==> src/rtl/fetch_unit.sv <==
// Instruction fetch unit: PC register, small in-order fetch buffer, redirect and fault halting.
// Optional performance counters enabled by defining FETCH_PERF_CNT_EN.
//
// state  | meaning
// S_RUN  | fetching one word per cycle while the buffer has room
// S_HALT | an exception entry was pushed; no fetch until redirect or reset
module fetch_unit #(
  parameter logic [63:0] RESET_PC = 64'h0000_0000_8000_0000,
  parameter int          DEPTH    = 2
) (
  input  logic        clk,
  input  logic        rst,
  output logic [63:0] pc_addr,
  input  logic [31:0] instruction,
  input  logic        imem_exc_en,
  input  logic [3:0]  imem_exc_code,
  input  logic [63:0] imem_exc_val,
  input  logic        redirect_en,
  input  logic [63:0] redirect_pc,
  output logic        if_valid,
  input  logic        if_ready,
  output logic [31:0] if_instr,
  output logic [63:0] if_pc,
  output logic        if_exc_en,
  output logic [3:0]  if_exc_code,
  output logic [63:0] if_exc_val
`ifdef FETCH_PERF_CNT_EN
  ,
  output logic [63:0] perf_fetch_cnt,
  output logic [63:0] perf_stall_cnt
`endif
);

  localparam int PW = (DEPTH > 2) ? 2 : 1;
  localparam int CW = PW + 1;
  localparam logic [CW-1:0] FULL = CW'(DEPTH);
  localparam logic [31:0] NOP = 32'h0000_0013;

  typedef enum logic {S_RUN, S_HALT} state_t;

  state_t        state, state_nxt;
  logic [63:0]   pc, pc_nxt;
  logic [CW-1:0] count;
  logic [PW-1:0] rd_ptr, wr_ptr;
  logic          pop, push, misalign, fault;

  logic [31:0]   wr_instr;
  logic [3:0]    wr_code;
  logic [63:0]   wr_val;

  logic [63:0]   buf_pc       [DEPTH];
  logic [31:0]   buf_instr    [DEPTH];
  logic          buf_exc_en   [DEPTH];
  logic [3:0]    buf_exc_code [DEPTH];
  logic [63:0]   buf_exc_val  [DEPTH];

  assign pc_addr = pc;

  always_comb begin
    pop       = (count != '0) && if_ready && !redirect_en;
    push      = (state == S_RUN) && !redirect_en && ((count < FULL) || pop);
    // A misaligned PC can only come from a redirect; it replaces the memory fetch.
    misalign  = (pc[1:0] != 2'b00);
    fault     = misalign || imem_exc_en;
    state_nxt = state;
    pc_nxt    = pc;
    if (redirect_en) begin
      state_nxt = S_RUN;
      pc_nxt    = redirect_pc;
    end else if (push) begin
      if (fault) state_nxt = S_HALT;
      else       pc_nxt    = pc + 64'd4;
    end
  end

  always_comb begin
    wr_instr = fault ? NOP : instruction;
    wr_code  = 4'd0;
    wr_val   = 64'd0;
    if (misalign) begin
      wr_code = 4'd0;
      wr_val  = pc;
    end else if (imem_exc_en) begin
      wr_code = imem_exc_code;
      wr_val  = imem_exc_val;
    end
  end

  always_ff @(posedge clk or posedge rst) begin
    if (rst) begin
      state  <= S_RUN;
      pc     <= RESET_PC;
      count  <= '0;
      rd_ptr <= '0;
      wr_ptr <= '0;
    end else begin
      state <= state_nxt;
      pc    <= pc_nxt;
      if (redirect_en) begin
        count  <= '0;
        rd_ptr <= '0;
        wr_ptr <= '0;
      end else begin
        if (push) wr_ptr <= wr_ptr + PW'(1);
        if (pop)  rd_ptr <= rd_ptr + PW'(1);
        case ({push, pop})
          2'b10:   count <= count + CW'(1);
          2'b01:   count <= count - CW'(1);
          default: count <= count;
        endcase
      end
    end
  end

  // Storage needs no reset: count gates every read.
  always_ff @(posedge clk) begin
    if (push) begin
      buf_pc[wr_ptr]       <= pc;
      buf_instr[wr_ptr]    <= wr_instr;
      buf_exc_en[wr_ptr]   <= fault;
      buf_exc_code[wr_ptr] <= wr_code;
      buf_exc_val[wr_ptr]  <= wr_val;
    end
  end

  always_comb begin
    if_valid    = 1'b0;
    if_instr    = NOP;
    if_pc       = 64'd0;
    if_exc_en   = 1'b0;
    if_exc_code = 4'd0;
    if_exc_val  = 64'd0;
    if (count != '0) begin
      if_valid    = 1'b1;
      if_instr    = buf_instr[rd_ptr];
      if_pc       = buf_pc[rd_ptr];
      if_exc_en   = buf_exc_en[rd_ptr];
      if_exc_code = buf_exc_code[rd_ptr];
      if_exc_val  = buf_exc_val[rd_ptr];
    end
  end

`ifdef FETCH_PERF_CNT_EN
  always_ff @(posedge clk or posedge rst) begin
    if (rst) begin
      perf_fetch_cnt <= 64'd0;
      perf_stall_cnt <= 64'd0;
    end else begin
      if (if_valid && if_ready)  perf_fetch_cnt <= perf_fetch_cnt + 64'd1;
      if (if_valid && !if_ready) perf_stall_cnt <= perf_stall_cnt + 64'd1;
    end
  end
`else
  // Counters absent in this build.
`endif

endmodule

==> config.mk <==
export PLATFORM = sky130hd
export DESIGN_NAME = fetch_unit
export DESIGN_NICKNAME = d
export VERILOG_FILES = /design/src/rtl/fetch_unit.sv
export SDC_FILE = /design/constraint.sdc
export NUM_CORES = 1
export LEC_CHECK = 0
export CAP_MARGIN = 20
export CELL_PAD_IN_SITES_DETAIL_PLACEMENT = 1
export CELL_PAD_IN_SITES_GLOBAL_PLACEMENT = 1
export CORE_ASPECT_RATIO = 1.2
export CORE_MARGIN = 3
export CORE_UTILIZATION = 43
export DETAILED_ROUTE_END_ITERATION = 12
export HOLD_SLACK_MARGIN = 0.06
export PLACE_DENSITY = 0.94
export SLEW_MARGIN = 30
export SYNTH_ARGS = -nofsm -noshare
export SYNTH_HDL_FRONTEND = slang
export SYNTH_SLANG_ARGS = --single-unit
==> constraint.sdc <==
create_clock -name clk -period 25.2 [get_ports clk]
set_clock_uncertainty 0.2 [all_clocks]
set_input_delay 3.78 -clock clk [delete_from_list [all_inputs] [get_ports clk]]
set_output_delay 3.78 -clock clk [all_outputs]
set_load 0.01 [all_outputs]
==> flow_summary.ini, run 1 <==
[die]
core_area_sq_um = 40100
start_util_pct = 43.9
num_io_pins = 399
die-area_sq_um = 43500
fp.dieH_um = 228
die_w_um = 191
rows = 80

[timing]
finalSetupViolCount = 0
worstMarginPinSlew_ns = 0.945
max_freq_mhz = 121
fin_crit_sh_pct = 32.8
drv_slew = 0
fin_crit_ns = 8.25
rsz0062_at_grt = no
fin_hold_ws_ns = 0.400
finalHoldViolCount = 0
slew_headroom_pct = 36.4
setup_tns_ns = 0

[clock_network]
cts-root-buf = clkbuf_16
clkLatencyLatePin_ns = 0.55
clk_path_buf_depth = 3
post-cts-setup-buffers = 0
cts_buffers = 41
cts_sinks = 399
cts_tree = done
clkTransAtPathRegs_ns = 0.07
cts_htree_levels = 2
hold_buffers = 0
cts.repair.resized = 0

[grt]
antenna_found_initial = 14
grt_pass1_vias = 14800
grt_max_degree = 82
grt_pass1_wl_um = 91100
grt_usage_pct = 27.2
grt_overflow = 0

[critical_path]
crit_path_end_kind = output pin
worst_ep_required_time_ns = 21.22
critical_path.max_fanout = 81
worstPathArrival_ns = 4.27
critPathLaunchType = flop
crit_type = flop to output pin

[synthesis]
synth_edf_count = 330
synth.area.top_cells = edfxtp_1 (56%), dfrtp_1 (9.7%), mux2i_1 (9.5%)
syn_inst = 1441
synth_top_area_share_pct = 56.2
yosysWarnings = 0
syn_nets = 1611
syn_area_sq_um = 17600
synth_top_area_cell = edfxtp_1
synth.distinct_cells = 55
avgSynthCellArea_sq_um = 12.2
ys_ff_latch = 399
yosysSeqAreaShare_pct = 66.0
synthArstFlopShare_pct = 17.3
synthFlopType = edfxtp_1

[power_and_ir_drop]
powerDensity_nw_per_um2 = 73.0
power_leakage_nw = 8.12
power_mw = 1.71
ir_drop_v = 0.0000533

[drt]
first_pass_iters = 5
wl_per_cell_um = 25.4
ant_nets = 0
wl_um = 60500
drc_errors = 0
vias_per_cell = 5.71
drtIter0Drc = 1057
num_vias = 13600

[placement]
post_dp_cell_area_sq_um = 22100
gp_congestion = 0.817
port_buffers = 398
placed_cells = 2299
hpwl_um = 40900

[finish]
layout_commonest_cell = clkdlybuf4s50_1
syn2layout_area_growth_pct = 33.2
regArea_sq_um = 11600
nFillCells = 4023
final_cell_mix = clkdlybuf4s50_1 (396), edfxtp_1 (330), nor2_1 (200)
stdcell_area_sq_um = 23500
drive_gt1_share_pct = 5.65
multi_input_area_sq_um = 5630
stdcell_count = 2387
final_nets = 1979

[run]
drv_cap = 0

[hold_path]
hold_class = flop to flop

[outcome]
status = finished clean
-- sequential cells by signal, indices dropped and copies added, names as in the netlist, 2 cells and up --
name and flops:
buf_exc_code 8, buf_exc_en 2, buf_exc_val 128, buf_instr 64, buf_pc 128, count 2
pc_addr 64
-- critical path, stage by stage (launching register included) --
cell	delay, ns
dfrtp_1	0.55
nor2_4	0.60
buf_4	0.66
buf_4	0.75
inv_1	0.34
nand2_1	0.15
clkdlybuf4s50_1	0.57
-- synth_stat cells (9+ instances only) --
library cell / count
a31oi_1: 23
and2_1: 33
and3_1: 10
buf_1: 15
clkbuf_1: 73
dfrtp_1: 68
edfxtp_1: 330
inv_1: 12
mux2i_1: 167
nand2_1: 179
nand3_1: 91
nand4_1: 27
nor2_1: 203
nor3_1: 9
nor4_1: 16
o21ai_0: 51
o31ai_1: 14
or3_1: 10
or4_1: 21
xnor2_1: 18
xor2_1: 16
-- worst paths after layout --
check	start	end	slack, ns	depth (start not counted)
worst max-delay path	count[1]	if_instr[4]	16.95	6
worst min-delay path	pc_addr[31]	buf_pc[0][31]	0.40	0
worst min register to register	pc_addr[31]	buf_pc[0][31]	0.40	0
min in group asynchronous	rst	pc_addr[32]	3.56	3
worst max register to register	pc_addr[1]	pc_addr[57]	21.02	9
max in group asynchronous	rst	rd_ptr	20.70	3
-- layout make-up --
cell class,count,area share [%]
sequential,399,49.6
multi-input combinational,935,24.0
timing repair buffer,418,17.7
clock buffer,63,5.12
tap,533,2.84
clock inverter,12,0.464
inverter,14,0.229
antenna,13,0.139
-- kinds of logic (layout without fill, tap and decap cells) --
| family | after synthesis | count (layout) | synth area share, % |
|---|---|---|---|
| AO/OA/AOI/OAI | 107 | 107 | 3.75 |
| XOR/XNOR | 34 | 34 | 1.69 |
| AND/OR/NAND/NOR | 624 | 624 | 16.5 |
| buffers and inverters | 107 | 507 | 2.35 |
| flip-flops | 399 | 399 | 66.0 |
| adder cells (fa/ha/maj) | 1 | 1 | 0.0710 |
| multiplexers | 169 | 169 | 9.61 |
| other | 0 | 13 | 0 |
-- routing by layer --
layer / wire length, um / track usage [%] / vias up / part of all wire [%]
met5: 12 / 0 / - / 0.020
met4: 2900 / 12.7 / 2 / 4.8
met3: 3160 / 4.64 / 165 / 5.2
met2: 32100 / 48.7 / 554 / 53
met1: 22400 / 31.6 / 6913 / 37
li1: - / - / 5996 / -
-- power by group --
group / switching, mW / total (mW) / internal, mW
combinational: 0.160 / 0.297 / 0.137
clock: 0.253 / 0.602 / 0.349
sequential: 0.0426 / 0.815 / 0.772
-- stage by stage --
| stage | utilization, % | worst slack (ns) |
|---|---|---|
| 2_1_floorplan | - | 7.74 |
| 3_3_place_gp | 55.0 | 17.66 |
| 3_5_place_dp | 55.1 | 17.44 |
| 4_1_cts | 58.4 | 16.90 |
| 5_1_grt | 58.5 | 16.65 |
| 6_report | 58.5 | 16.95 |
No activity file was read; power rests on OpenSTA's default activity.
==> inputs of run 2 (changes only) <==
--- a/config.mk
+++ b/config.mk
@@ -10,10 +10,10 @@
 export CELL_PAD_IN_SITES_GLOBAL_PLACEMENT = 1
 export CORE_ASPECT_RATIO = 1.2
 export CORE_MARGIN = 3
-export CORE_UTILIZATION = 43
+export CORE_UTILIZATION = 40
 export DETAILED_ROUTE_END_ITERATION = 12
 export HOLD_SLACK_MARGIN = 0.06
-export PLACE_DENSITY = 0.94
+export PLACE_DENSITY = 0.89
 export SLEW_MARGIN = 30
 export SYNTH_ARGS = -nofsm -noshare
 export SYNTH_HDL_FRONTEND = slang
==> constraint.sdc (replaced) <==
create_clock -name clk -period 8.2 [get_ports clk]
set_clock_uncertainty 0.2 [all_clocks]
set_input_delay 1.23 -clock clk [delete_from_list [all_inputs] [get_ports clk]]
set_output_delay 1.23 -clock clk [all_outputs]
set_load 0.01 [all_outputs]
==> run 2 against run 1 <==
  * Clock power increased to 3.1 times the previous value
  * Cell area up 0.51%
  * Flip-flop and latch count stayed put
  * Highest routed layer unchanged
==> flow_summary.ini, run 2 (same netlist as run 1, synthesis figures left out) <==
[timing]
finalHoldViolCount = 0
worstMarginPinSlew_ns = 0.996
fin_crit_sh_pct = 58.8
slew_headroom_pct = 33.6
max_freq_mhz = 207
finalSetupViolCount = 0
rsz0062_at_grt = no
fin_hold_ws_ns = 0.396
worst_slack_ns = 3.38
fin_crit_ns = 4.82
drv_slew = 0
setup_tns_ns = 0

[drt]
first_pass_iters = 4
drtIter0Drc = 688
num_vias = 13300
drc_errors = 0
vias_per_cell = 5.53
wl_um = 58000
ant_nets = 0
wl_per_cell_um = 24.1

[critical_path]
reg2reg_from = pc_addr[1]
crit_type = flop to output pin
crit_path_end_kind = output pin
critPathLaunchType = flop
critical_path.max_fanout = 115
worst_ep_required_time_ns = 6.77
cp-startpoint = rd_ptr
worstPathArrival_ns = 3.39

[clock_network]
cts_buffers = 41
clkTransAtPathRegs_ns = 0.06
clk_path_buf_depth = 3
clkLatencyLatePin_ns = 0.54
post-cts-setup-buffers = 0
cts_tree = done
cts_htree_levels = 2
hold_buffers = 0
cts.repair.resized = 0
cts-root-buf = clkbuf_16
cts_sinks = 399

[die]
core_area_sq_um = 43200
die_w_um = 198
die-area_sq_um = 46600
fp.dieH_um = 236
num_io_pins = 399
rows = 83
start_util_pct = 40.8

[finish]
layout_commonest_cell = clkdlybuf4s50_1
syn2layout_area_growth_pct = 33.8
drive_gt1_share_pct = 5.82
reg_top3 = buf_exc_val: 128 flops, buf_pc: 128 flops
post-route-util_pct = 54.6
final_nets = 1980
final_cell_mix = clkdlybuf4s50_1 (396), edfxtp_1 (330), nor2_1 (201)

[grt]
grt_usage_pct = 24.1
antenna_found_initial = 17
grt_max_degree = 116
grt_overflow = 0
grt_pass1_vias = 14500
grt_pass1_wl_um = 87300

[placement]
pre_cts_slack_ns = 3.32
port_buffers = 398
gp_congestion = 0.782
hpwl_um = 38600

[hold_path]
hp-start = pc_addr[63]
hold_class = flop to flop

[power_and_ir_drop]
ir_drop_v = 0.000162
power_leakage_nw = 8.16
powerDensity_nw_per_um2 = 224

[run]
drv_cap = 0

[outcome]
status = finished clean
==> run 2: metrics by stage <==
step / power (mW) / cells / cell area (sq um)
2_1_floorplan: 2.93 / 1441 / 17700
3_3_place_gp: 3.39 / 2316 / 22100
3_5_place_dp: 3.44 / 2316 / 22100
4_1_cts: 5.31 / 2389 / 23500
5_1_grt: 5.48 / 2405 / 23600
6_report: 5.28 / 2406 / 23600
==> run 2: power breakdown <==
group | internal [mW] | leakage, nW | switching (mW) | total [mW]
registers | 2.37 | 3.88 | 0.132 | 2.50
logic | 0.427 | 3.62 | 0.476 | 0.903
clock network | 1.10 | 0.658 | 0.773 | 1.87
==> run 2: final timing paths <==
path / slack [ns] / depth (start not counted) / endpoint
setup / recovery: 3.38 / 4 / if_exc_val[59]
hold / removal: 0.40 / 0 / buf_pc[1][63]
setup reg to reg: 4.80 / 8 / pc_addr[48]
hold reg to reg: 0.40 / 0 / buf_pc[1][63]
max in group asynchronous: 6.22 / 3 / rd_ptr
min in group asynchronous: 1.04 / 3 / pc_addr[32]
==> run 2: worst max-delay path: stages, from the launching register on <==
cell             delay (ns)
dfrtp_4                1.05
buf_12                 0.60
mux2i_1                0.23
nor2_1                 0.17
clkdlybuf4s50_1        0.57
==> run 2: layout make-up <==
type	instances	area (sq um)
Antenna cell	14	35.0
Tap cell	552	691
Fill cell	4408	19600
Sequential cell	399	11600
Clock buffer	51	1130
Inverter	14	53.8
Clock inverter	22	206
Multi-Input combinational cell	935	5630
Timing Repair Buffer	419	4210
==> run 2: metal layers <==
metal  track usage (%)  up-vias  wire length [um]
li1                  -     5986                 -
met1              27.8     6785             21900
met2              43.6      420             30700
met3              4.53      113              3200
met4              9.91        4              2160
met5                 0        -                27
